**config.mk**
```make
export PLATFORM = sky130hd
export DESIGN_NAME = instr_input_frontend
export DESIGN_NICKNAME = d
export VERILOG_FILES = /design/src/rtl/instr_input_frontend.sv
export SDC_FILE = /design/constraint.sdc
export NUM_CORES = 1
export LEC_CHECK = 0
export ABC_AREA = 1
export BUFFER_PORTS_ARGS = -buffer_cell sky130_fd_sc_hd__buf_4
export CAP_MARGIN = 20
export CORE_UTILIZATION = 52
export DETAILED_ROUTE_END_ITERATION = 10
export PLACE_DENSITY = 0.8
export SLEW_MARGIN = 40
export SYNTH_ARGS = -nofsm -noshare
export SYNTH_HDL_FRONTEND = slang
export SYNTH_SLANG_ARGS = --single-unit
export TNS_END_PERCENT = 20
```
**constraint.sdc**
```tcl
create_clock -name clk -period 5.4 [get_ports clk]
set_clock_uncertainty 0.15 [all_clocks]
set_input_delay 1.08 -clock clk [delete_from_list [all_inputs] [get_ports clk]]
set_output_delay 1.08 -clock clk [all_outputs]
set_load 0.05 [all_outputs]
```
**src/rtl/instr_input_frontend.sv**
```systemverilog
// Input-conditioning front end: synchronizes and debounces the power/send keys and the
// data switches, pulses power_toggle and offers captured switch words over valid/ready.
module instr_input_frontend #(
    parameter int unsigned DEBOUNCE_CYCLES = 1000000,
    parameter int unsigned CNT_W           = 20
) (
    input  logic        clk,
    input  logic        reset,
    input  logic        key_power_n,
    input  logic        key_send_n,
    input  logic [17:0] switches_raw,
    input  logic        cpu_ready,
    output logic        power_toggle,
    output logic        instr_valid,
    output logic [17:0] instr_word,
    output logic        overrun
);

    localparam logic [CNT_W-1:0] CNT_LAST = CNT_W'(DEBOUNCE_CYCLES - 1);
    localparam int KEY_POWER = 0;
    localparam int KEY_SEND  = 1;

    logic [1:0]       key_meta;
    logic [1:0]       key_sync;
    logic [17:0]      sw_meta;
    logic [17:0]      sw_sync;
    logic [1:0]       stable;
    logic [CNT_W-1:0] cnt [2];
    logic [1:0]       fall;
    logic             power_press;
    logic             send_press;
    logic [17:0]      send_sample;

    // Keys idle high (released) out of reset so a reset never looks like a press.
    // NOTE: sequential state uses non-blocking assignments so every register samples pre-edge values.
    always_ff @(posedge clk or posedge reset) begin
        if (reset) begin
            key_meta <= 2'b11;
            key_sync <= 2'b11;
            sw_meta  <= '0;
            sw_sync  <= '0;
        end else begin
            key_meta <= {key_send_n, key_power_n};
            key_sync <= key_meta;
            sw_meta  <= switches_raw;
            sw_sync  <= sw_meta;
        end
    end

    // A press is the edge on which a debounced level is about to go 1 -> 0.
    // NOTE: every signal written here gets a default first so no latch is inferred.
    always_comb begin
        fall = '0;
        for (int i = 0; i < 2; i++) begin
            fall[i] = stable[i] && !key_sync[i] && (cnt[i] == CNT_LAST);
        end
    end

    always_ff @(posedge clk or posedge reset) begin
        if (reset) begin
            stable <= 2'b11;
            for (int i = 0; i < 2; i++) begin
                cnt[i] <= '0;
            end
        end else begin
            for (int i = 0; i < 2; i++) begin
                if (key_sync[i] == stable[i]) begin
                    cnt[i] <= '0;
                end else if (cnt[i] == CNT_LAST) begin
                    stable[i] <= key_sync[i];
                    cnt[i]    <= '0;
                end else begin
                    cnt[i] <= cnt[i] + 1'b1;
                end
            end
        end
    end

    // Switches are sampled on the very edge the debounced send key falls.
    always_ff @(posedge clk or posedge reset) begin
        if (reset) begin
            power_press <= 1'b0;
            send_press  <= 1'b0;
            send_sample <= '0;
        end else begin
            power_press <= fall[KEY_POWER];
            send_press  <= fall[KEY_SEND];
            if (fall[KEY_SEND]) begin
                send_sample <= sw_sync;
            end
        end
    end

    // Power has priority: it aborts any pending word and swallows a simultaneous send.
    always_ff @(posedge clk or posedge reset) begin
        if (reset) begin
            power_toggle <= 1'b0;
            instr_valid  <= 1'b0;
            instr_word   <= '0;
            overrun      <= 1'b0;
        end else begin
            power_toggle <= power_press;
            if (power_press) begin
                instr_valid <= 1'b0;
            end else if (send_press) begin
                if (!instr_valid || cpu_ready) begin
                    instr_word  <= send_sample;
                    instr_valid <= 1'b1;
                end else begin
                    overrun <= 1'b1;
                end
            end else if (instr_valid && cpu_ready) begin
                instr_valid <= 1'b0;
            end
        end
    end

endmodule

```
## Word level (Yosys, flattened, before mapping)

Cells that the tools add are included.

| storage, ports and cells | value |
|---|---|
| bits in registers | 123 |
| latch bits | 0 |
| RAM bits | 0 |
| memory bits (read-only) | 0 |
| bits of input ports | 23 |
| output and inout port bits | 21 |
| word-level logic and storage cells | 49 |
| memories | 0 |

| operators by class | value |
|---|---|
| $add $sub $neg | 2 |
| $mul | 0 |
| div/mod/pow operators | 0 |
| $lt $le $gt $ge | 0 |
| equal/unequal tests | 5 |
| shifts and indexed selects | 0 |
| mux-type cells | 8 |
| bitwise logic cells | 4 |
| reductions and logical operators | 15 |

Operators with widths:

| operator | count |
|---|---|
| $mux W20 | 4 |
| $add A20 B1 Y20 const B | 2 |
| $eq A20 B20 Y1 const B | 2 |
| $reduce_and A2 Y1 | 3 |
| $reduce_and A3 Y1 | 2 |
| $logic_and A1 B1 Y1 | 5 |
| $mux W1 | 4 |
| $not A1 Y1 | 4 |
| $logic_not A1 Y1 | 3 |
| $ne A3 B2 Y1 const B | 1 |
| $reduce_bool A3 Y1 | 1 |
| $eq A1 B1 Y1 | 2 |
| $logic_or A1 B1 Y1 | 1 |

## Logic depth before layout (Yosys ltp)

Gate-level depths: netlist of run 1.

| logic depth | value |
|---|---|
| depth after elaboration | 5 |
| depth in mapped cells | 10 |
| mapped depth without buffers | 9 |

## Worst setup path after synthesis of run 1

OpenSTA, ideal clock, no wires.

| path | value |
|---|---|
| path type | input -> register |
| from | in cpu_ready |
| to | reg instr_word[0] |
| library setup time | 125 ps |
| arrival | 1,923 ps |
| data required time | 5,125 ps |
| slack | 3,202 ps |
| stages on the path | 5 |
| path buffers | 1 |
| cell sequence | nor2_1 inv_1 nand2_2 buf_4 mux2_2 |

| between the ends | value |
|---|---|
| cells in the longest elaborated chain, start to end | 2 |

RTL lines:

| what | RTL line | text |
|---|---|---|
| from (decl) | 12 | `input logic cpu_ready,` |
| $logic_or A1 B1 Y1 | 106 | `if (!instr_valid \|\| cpu_ready) begin` |
| $reduce_and A3 Y1 (no source line) | n/a |  |
| to (signal assigned) | 107 | `instr_word <= send_sample;` |
| to (decl) | 15 | `output logic [17:0] instr_word,` |

No other way between the ends.
A chain may end at the register's enable or synchronous reset.

## Worst setup path after layout of run 1

| path | value |
|---|---|
| from | reg instr_word[13] |
| to | out instr_word[13] |

No word-level cell between the ends.

==> results.md, run 1 <==
- Worst r2r dst: cnt[24]
- Clock Path Buffers: 2
- CP Data Arrival Time: 1.13 ns
- Final Slew Violations: 0
- Crit path time final: 2.36 ns
- Yosys reg bits: 123
- WL per Instance: 14.7 µm
- TritonCTS Buffers: 17
- Clk sinks: 123
- Max_cap viols: 0
- Clk Latency, worst-skew pair: 0.51 ns
- Required @ worst endpoint: 4.17 ns
- Worst hold slack: 0.193 ns
- CORE AREA: 9200 µm²
- Worst hold stages: 0
- Worst Max-Slew Pin Slew: 0.677 ns
- Initial core utilization: 53.7%
- Layout cells sized above 1: 20.7%
- Setup Viol. Count Final: 0
- Inst Count DP: 640
- Die Area: 9890 µm²
- Initial antenna violation count: 0
- Synth unique cells: 30
- Post-Synthesis Cells: 490
- Via density per instance: 5.23
- CP startpoint: instr_word[13]
- Pwr dens: 356 nW/µm²
- Initial DRC Count: 229
- Status: completed
- Delay of the slowest cell on the worst path: 0.41 ns
- CTS H-tree depth: 4
- Via count: 3516
- Post-synthesis sequential area ratio: 62.5%
- Post-Syn Nets: 517
- Rows: 35
- Startpoint class of the critical path: flop
- Synth warn: 0
- Number of remaining DRC errors: 0
- CP endpoint kind: output pin
- Cell chain of the critical path: buf_4
- Postcts setup bufs: 0
- Dpl hpwl: 6270 µm
- Gates resized, CTS repair: 0
- Critical path depth: 1
- CP top delay family: flip-flops
- Worst R2R Setup Slack: 3.38 ns
- Max Fanout on Critical Path: 2
- First-pass DRT Iterations: 5
- Critical-path top delay cell: dfrtp_1
- Worst R2R Path Depth: 7
- Worst setup path endpoint: instr_word[13]
- Port Buffers: 43
- Crit share post-route: 43.7%
- Worst slew margin: 54.9%
- Final Hold Viols: 0
- GRT Resource Usage Total: 22.2%
- GPL Wtd Cong: 0.885
- Worst hold path class: flop to flop
- Cell area after synthesis: 4940 µm²
- Reg-to-reg startpoint: key_sync[0]
- Buf+Inv Stages, Crit Path: 1
- Root Buffer: clkbuf_8
- CTS tree: yes
- Max Clk Rate: 424 MHz
- Final net count: 575
- CP Class: flop to output pin
- Peak supply drop: 0.228 mV
- Area growth syn-to-layout: 20.7%
- IO Pins: 44
- Chip width: 99.4 µm
- Vias in the first global route: 3580
- Worst-path clk slew: 0.07 ns
- RSZ-0062 raised after global routing: false
- Final wirelength: 9870 µm
- Global route overflow: 0
- Filler cells: 670
- Post-route antenna net violation count: 0
- Post-Syn Area per Cell: 10.1 µm²
- Die height: 99.4 µm
- Total negative slack: 0 ns
- Layout Cells excl Fill: 672
- Leakage power total: 0.00297 µW
- Pin count of the biggest net entering global routing: 80
- N_diodes: 0
- First-pass GRT wire length: 16600 µm
- CTS Hold Bufs: 0
kinds of logic (layout without fill, tap and decap cells):
family                   count (synthesis)  in the layout  synth area share, %
AND/OR/NAND/NOR                        266            266                 23.5
flip-flops                             123            123                 62.5
buffers and inverters                   48            119                 4.23
XOR/XNOR                                19             19                 3.37
multiplexers                            18             18                 4.11
AO/OA/AOI/OAI                           12             12                 1.29
adder cells (fa/ha/maj)                  4              4                 1.01
cell type report:
| type | instances | area, µm² | area share (%) |
|---|---|---|---|
| clock buffer | 17 | 414 | 6.95 |
| clock inverter | 15 | 179 | 3.00 |
| inverter | 43 | 166 | 2.79 |
| multi-input combinational | 319 | 1640 | 27.6 |
| sequential | 123 | 3090 | 51.8 |
| tap | 111 | 139 | 2.33 |
| timing repair buffer | 44 | 330 | 5.55 |
worst min-delay path by stage:
stage	startpoint	end	slack (ns)
after floorplan	sw_meta[0]	sw_sync[0]	0.18
after global placement	sw_meta[10]	sw_sync[10]	0.18
after detailed placement	sw_meta[5]	sw_sync[5]	0.18
after CTS	sw_meta[12]	sw_sync[12]	0.19
after global routing	sw_meta[7]	sw_sync[7]	0.20
final	sw_meta[12]	sw_sync[12]	0.19
cells in the mapped netlist, drive strengths merged:
cell type	count	share of area, %
ha	4	1.0
nor3	8	0.81
dfrtp	117	59
nor4	1	0.13
xnor2	5	0.89
inv	42	3.2
mux2	18	4.1
nor2	97	8.3
clkinv	1	0.076
a21o	1	0.15
xor2	14	2.5
a31oi	1	0.13
clkbuf	1	0.076
o21ai	7	0.71
a21oi	3	0.30
buf	4	0.89
nand3	36	3.9
nand4	6	1.1
nand2	118	9.3
dfstp	6	3.2
metal layers:
layer | global-route usage, % | part of all wire (%) | vias up
met5 | 0 | 0 | -
met4 | 10.5 | 2.8 | 0
met3 | 6.18 | 5.2 | 22
met2 | 37.4 | 52 | 131
met1 | 26.6 | 40 | 1699
li1 | - | - | 1664
registers in the layout, summed over array words and instances, names as in the netlist:
register      count
cnt              40
instr_word       18
send_sample      18
sw_meta          18
sw_sync          18
key_meta          2
key_sync          2
stable            2
instr_valid       1
overrun           1
power_press       1
power_toggle      1
send_press        1
cell usage in the layout, fill, tap and decap left out, types with 2 or more instances in the layout:
| cell | Yosys | routed |
|---|---|---|
| inv_1 | 40 | 39 |
| ha_1 | 4 | 4 |
| buf_4 | 1 | 44 |
| a21oi_1 | 3 | 3 |
| o21ai_0 | 7 | 7 |
| inv_2 | 2 | 2 |
| dfstp_2 | 6 | 6 |
| clkinv_4 | 0 | 3 |
| nor2_8 | 2 | 2 |
| dfrtp_1 | 117 | 117 |
| mux2_2 | 18 | 18 |
| nand2_2 | 3 | 3 |
| nor3_1 | 8 | 8 |
| xor2_1 | 14 | 14 |
| inv_6 | 0 | 6 |
| nor2_1 | 90 | 90 |
| nor2_2 | 5 | 5 |
| bufinv_16 | 0 | 2 |
| nand4_1 | 5 | 5 |
| nand2_1 | 114 | 114 |
| inv_8 | 0 | 3 |
| nand3_1 | 35 | 35 |
| clkinvlp_4 | 0 | 2 |
| clkbuf_16 | 0 | 16 |
| xnor2_1 | 5 | 5 |
power by group:
group	total, µW	switching [µW]	internal, µW	leakage, µW
Clock	1120	449	675	0.000286
Sequential	949	7.26	942	0.00161
Combinational	45.2	29.8	15.4	0.00107
stage by stage:
| stage | power [µW] | utilization, % | instance area (µm²) | setup slack [ns] |
|---|---|---|---|---|
| finish | 2120 | 64.8 | 5960 | 3.04 |
| global route | 2190 | 64.8 | 5960 | 3.00 |
| CTS | 2130 | 64.8 | 5960 | 3.01 |
| detailed placement | 1010 | 58.3 | 5360 | 2.95 |
| global placement | 1010 | 58.3 | 5360 | 2.79 |
| floorplan | 989 | - | 4940 | 0.909 |
Note: power is estimated with default switching activity, not from simulation.
==> run 2, diff against run 1 <==
ABC_AREA = 0   (was 1)
PLACE_DENSITY = 0.83   (was 0.8)
clock period = 2 ns   (was 5.4 ns; I/O delays follow)
==> run 2 against run 1 <==
  * The run now ends with setup timing left
  * Final area up 6.0%
  * Synthesized cell count down 30%
  * First-iteration DRC count down 37%
  * Clock power up 150%
  * Cell count down 14%
  * Area after synthesis down 5.2%
  * Total power rose to 2.6 times the previous value
  * Sequential cell count unchanged
  * Count of clock-buffer cells in the layout unchanged
  * Sequential share of layout area down 2.9 points
  * Critical path depth up 4
  * Core utilization up 7.6 points
  * Largest power group unchanged
  * Highest routed layer unchanged
==> results.md, run 2 <==
- Status: finished, violations left (was completed)
- Failing checks: setup timing
- Clk Latency, worst-skew pair: 0.51 ns (about the same)
- Synth cell count leaders: 117 x dfrtp_1, 30 x nor2_1, 28 x mux2_2 (was 117 x dfrtp_1, 114 x nand2_1, 90 x nor2_1)
- Die Area: 9380 µm² (was 9890 µm²)
- First-pass DRT Iterations: 5 (unchanged)
- Filler cells: 495 (was 670)
- Initial antenna violation count: 0 (unchanged)
- Vias in the first global route: 3439 (was 3580)
- Most flops, register: cnt (unchanged)
- Most frequent cells in the layout: 117 x dfrtp_1, 78 x buf_4, 29 x nor2_1, 28 x mux2_2, 21 x dlygate4sd3_1 (was 117 x dfrtp_1, 114 x nand2_1, 90 x nor2_1, 44 x buf_4, 39 x inv_1)
- Clk sinks: 123 (unchanged)
- Crit path time final: 2.12 ns
- Layout cells sized above 1: 38.6% (was 20.7%)
- Via count: 3197 (was 3516)
- CP top delay family: simple AND/OR/NAND/NOR gates (was flip-flops)
- GPL Wtd Cong: 0.834 (was 0.885)
- Cell chain of the critical path: or4b_4 > nor4_4 > nand3_4 > buf_12 > mux2_4 (was buf_4)
- Final Hold Viols: 0 (unchanged)
- Port Buffers: 43 (unchanged)
- Max Fanout on Critical Path: 18 (was 2)
- First-pass GRT wire length: 16600 µm (about the same)
- Most frequent cell after synthesis: dfrtp_1 (unchanged)
- Synth unique cells: 40 (was 30)
- Synth area leaders: dfrtp_1 63%, mux2_2 6.7%, dfstp_2 3.4%, mux2_4 3.2%, xor2_1 2.6% (was dfrtp_1 59%, nand2_1 8.7%, nor2_1 6.8%, mux2_2 4.1%, nand3_1 3.5%)
- Top cell type's share of synthesized area: 62.6% (was 59.3%)
- CTS tree: yes (unchanged)
- Yosys reg bits: 123 (unchanged)
- Post-Syn Nets: 371 (was 517)
- Initial core utilization: 53.6% (was 53.7%)
- TritonCTS Buffers: 17 (unchanged)
- Critical-path top delay cell: or4b_4 (was dfrtp_1)
- Final Core Density: 72.4% (was 64.8%)
- Synth warn: 0 (unchanged)
- Crit share post-route: 106%
- CP Class: flop to flop (was flop to output pin)
- Cell area after synthesis: 4680 µm² (was 4940 µm²)
- Post-synth ARST share: 100% (unchanged)
- Area growth syn-to-layout: 34.9% (was 20.7%)
- Synth area leader: dfrtp_1 (unchanged)
- Chip width: 96.9 µm (was 99.4 µm)
- WL per Instance: 18.0 µm (was 14.7 µm)
- Required @ worst endpoint: 2.24 ns (was 4.17 ns)
- Buf+Inv Stages, Crit Path: 1 (unchanged)
- Post-Synthesis Cells: 344 (was 490)
- N_diodes: 0 (unchanged)
- Delay of the slowest cell on the worst path: 0.55 ns (was 0.41 ns)
- Worst-path clk slew: 0.06 ns (was 0.07 ns)
- CP Data Arrival Time: 2.36 ns (was 1.13 ns)
- Via density per instance: 5.52 (was 5.23)
- Commonest non-fill, non-tap cell in the layout: dfrtp_1 (unchanged)
- Clock Path Buffers: 2 (unchanged)
- Worst hold path class: primary input to flop (was flop to flop)
- Pin count of the biggest net entering global routing: 44 (was 80)
- Worst Max-Slew Pin Slew: 0.501 ns (was 0.677 ns)
- Startpoint class of the critical path: flop (unchanged)
- RSZ-0062 raised after global routing: true (was false)
- EDFF count, synth: 0 (unchanged)
- Worst slew margin: 66.5% (was 54.9%)
- Rows: 34 (was 35)
- Worst hold slack: 0.0904 ns (was 0.193 ns)
- Final wirelength: 10400 µm (was 9870 µm)
- Most used DFF post-synth: dfrtp_1 (unchanged)
- Final Slew Violations: 0 (unchanged)
- Peak supply drop: 0.424 mV (was 0.228 mV)
- Initial DRC Count: 144 (was 229)
- GRT Resource Usage Total: 22.9% (was 22.2%)
- Max reg flops: 40 (unchanged)
- Global route overflow: 0 (unchanged)
- Setup Viol. Count Final: 38 (was 0)
- Post-Syn Area per Cell: 13.6 µm² (was 10.1 µm²)
- CP endpoint kind: flop (was output pin)
- IO Pins: 44 (unchanged)
- Root Buffer: clkbuf_8 (unchanged)
- Leakage power total: 0.00301 µW (was 0.00297 µW)
- CTS H-tree depth: 4 (unchanged)
- CORE AREA: 8720 µm² (was 9200 µm²)
- Final net count: 486 (was 575)
- Max Clk Rate: 472 MHz
- Number of remaining DRC errors: 0 (unchanged)
- Post-synthesis sequential area ratio: 66.0% (was 62.5%)
- Pwr dens: 876 nW/µm² (was 356 nW/µm²)
- Post-route antenna net violation count: 0 (unchanged)
- PnR worst setup slack: -0.117 ns (was 3.04 ns)
- Pre-CTS setup slack: -0.129 ns (was 2.95 ns)
- Power Total: 5530 µW (was 2120 µW)
- Die height: 96.9 µm (was 99.4 µm)
- Dpl hpwl: 5580 µm (was 6270 µm)
- Max_cap viols: 0 (unchanged)
run 2: through the flow:
step | setup TNS, ns | cell area (µm²) | instances
CTS | -3.85 | 6200 | 575
detailed placement | -3.12 | 5450 | 523
floorplan | -13.29 | 4680 | 344
global route | -6.26 | 6310 | 579
global placement | -1.47 | 5450 | 523
finish | -3.09 | 6310 | 579
run 2: worst register-to-register path, stage by stage, from the launching register on:
cell and delay [ns]:
dfrtp_1 0.37, or4b_4 0.55, nor4_4 0.33, nand3_4 0.11, buf_12 0.18, mux2_4 0.31
run 2: final timing paths:
kind	startpoint	to	slack [ns]	cells after the start
max	cnt[13]	send_sample[15]	-0.12	5
min in group asynchronous	reset	cnt[10]	0.33	3
min	cpu_ready	instr_valid	0.09	4
max in group asynchronous	reset	key_meta[0]	0.75	4
max reg2reg	cnt[13]	send_sample[15]	-0.12	5
min reg2reg	sw_meta[13]	sw_sync[13]	0.20	0
run 2: report_power, final:
part,total (µW),switching [µW],internal [µW]
sequential,2570,22.1,2540
clock,2760,1120,1640
combinational,208,102,106
run 2: area by class of cell:
| class | count | area, µm² | share of cell area [%] |
|---|---|---|---|
| well taps | 108 | 135 | 2.14 |
| flip-flops and latches | 123 | 3090 | 48.9 |
| inverters | 11 | 45.0 | 0.714 |
| repair buffers | 107 | 957 | 15.2 |
| clock buffers | 17 | 414 | 6.56 |
| clock inverters | 14 | 123 | 1.94 |
| multi-input cells | 199 | 1550 | 24.6 |
run 2: logic make-up after synthesis:
logic type	count (synthesis)	synth area share, %
muxes	38	9.95
buffers and inverters	22	2.01
DFF	123	66.0
and+or+nand+nor	105	13.1
adders and majority gates	4	1.07
xor gates and xnor gates	23	4.31
AOI/OAI and AO/OA	29	3.61
run 2: repair_timing:
item	CTS	global route
gates resized for setup	1	12
hold buffers	21	0
setup endpoints to repair	38	39
hold endpoints to repair	32	0
setup buffers	0	1
pin swaps	1	1
cloned	0	3
run 2: metal layers:
metal,wire [µm],GRT usage (%),share of wire [%]
met1,4160,26.6,40
met2,5540,40.0,53
met3,349,5.85,3.3
met4,372,9.87,3.6
met5,0,0,0
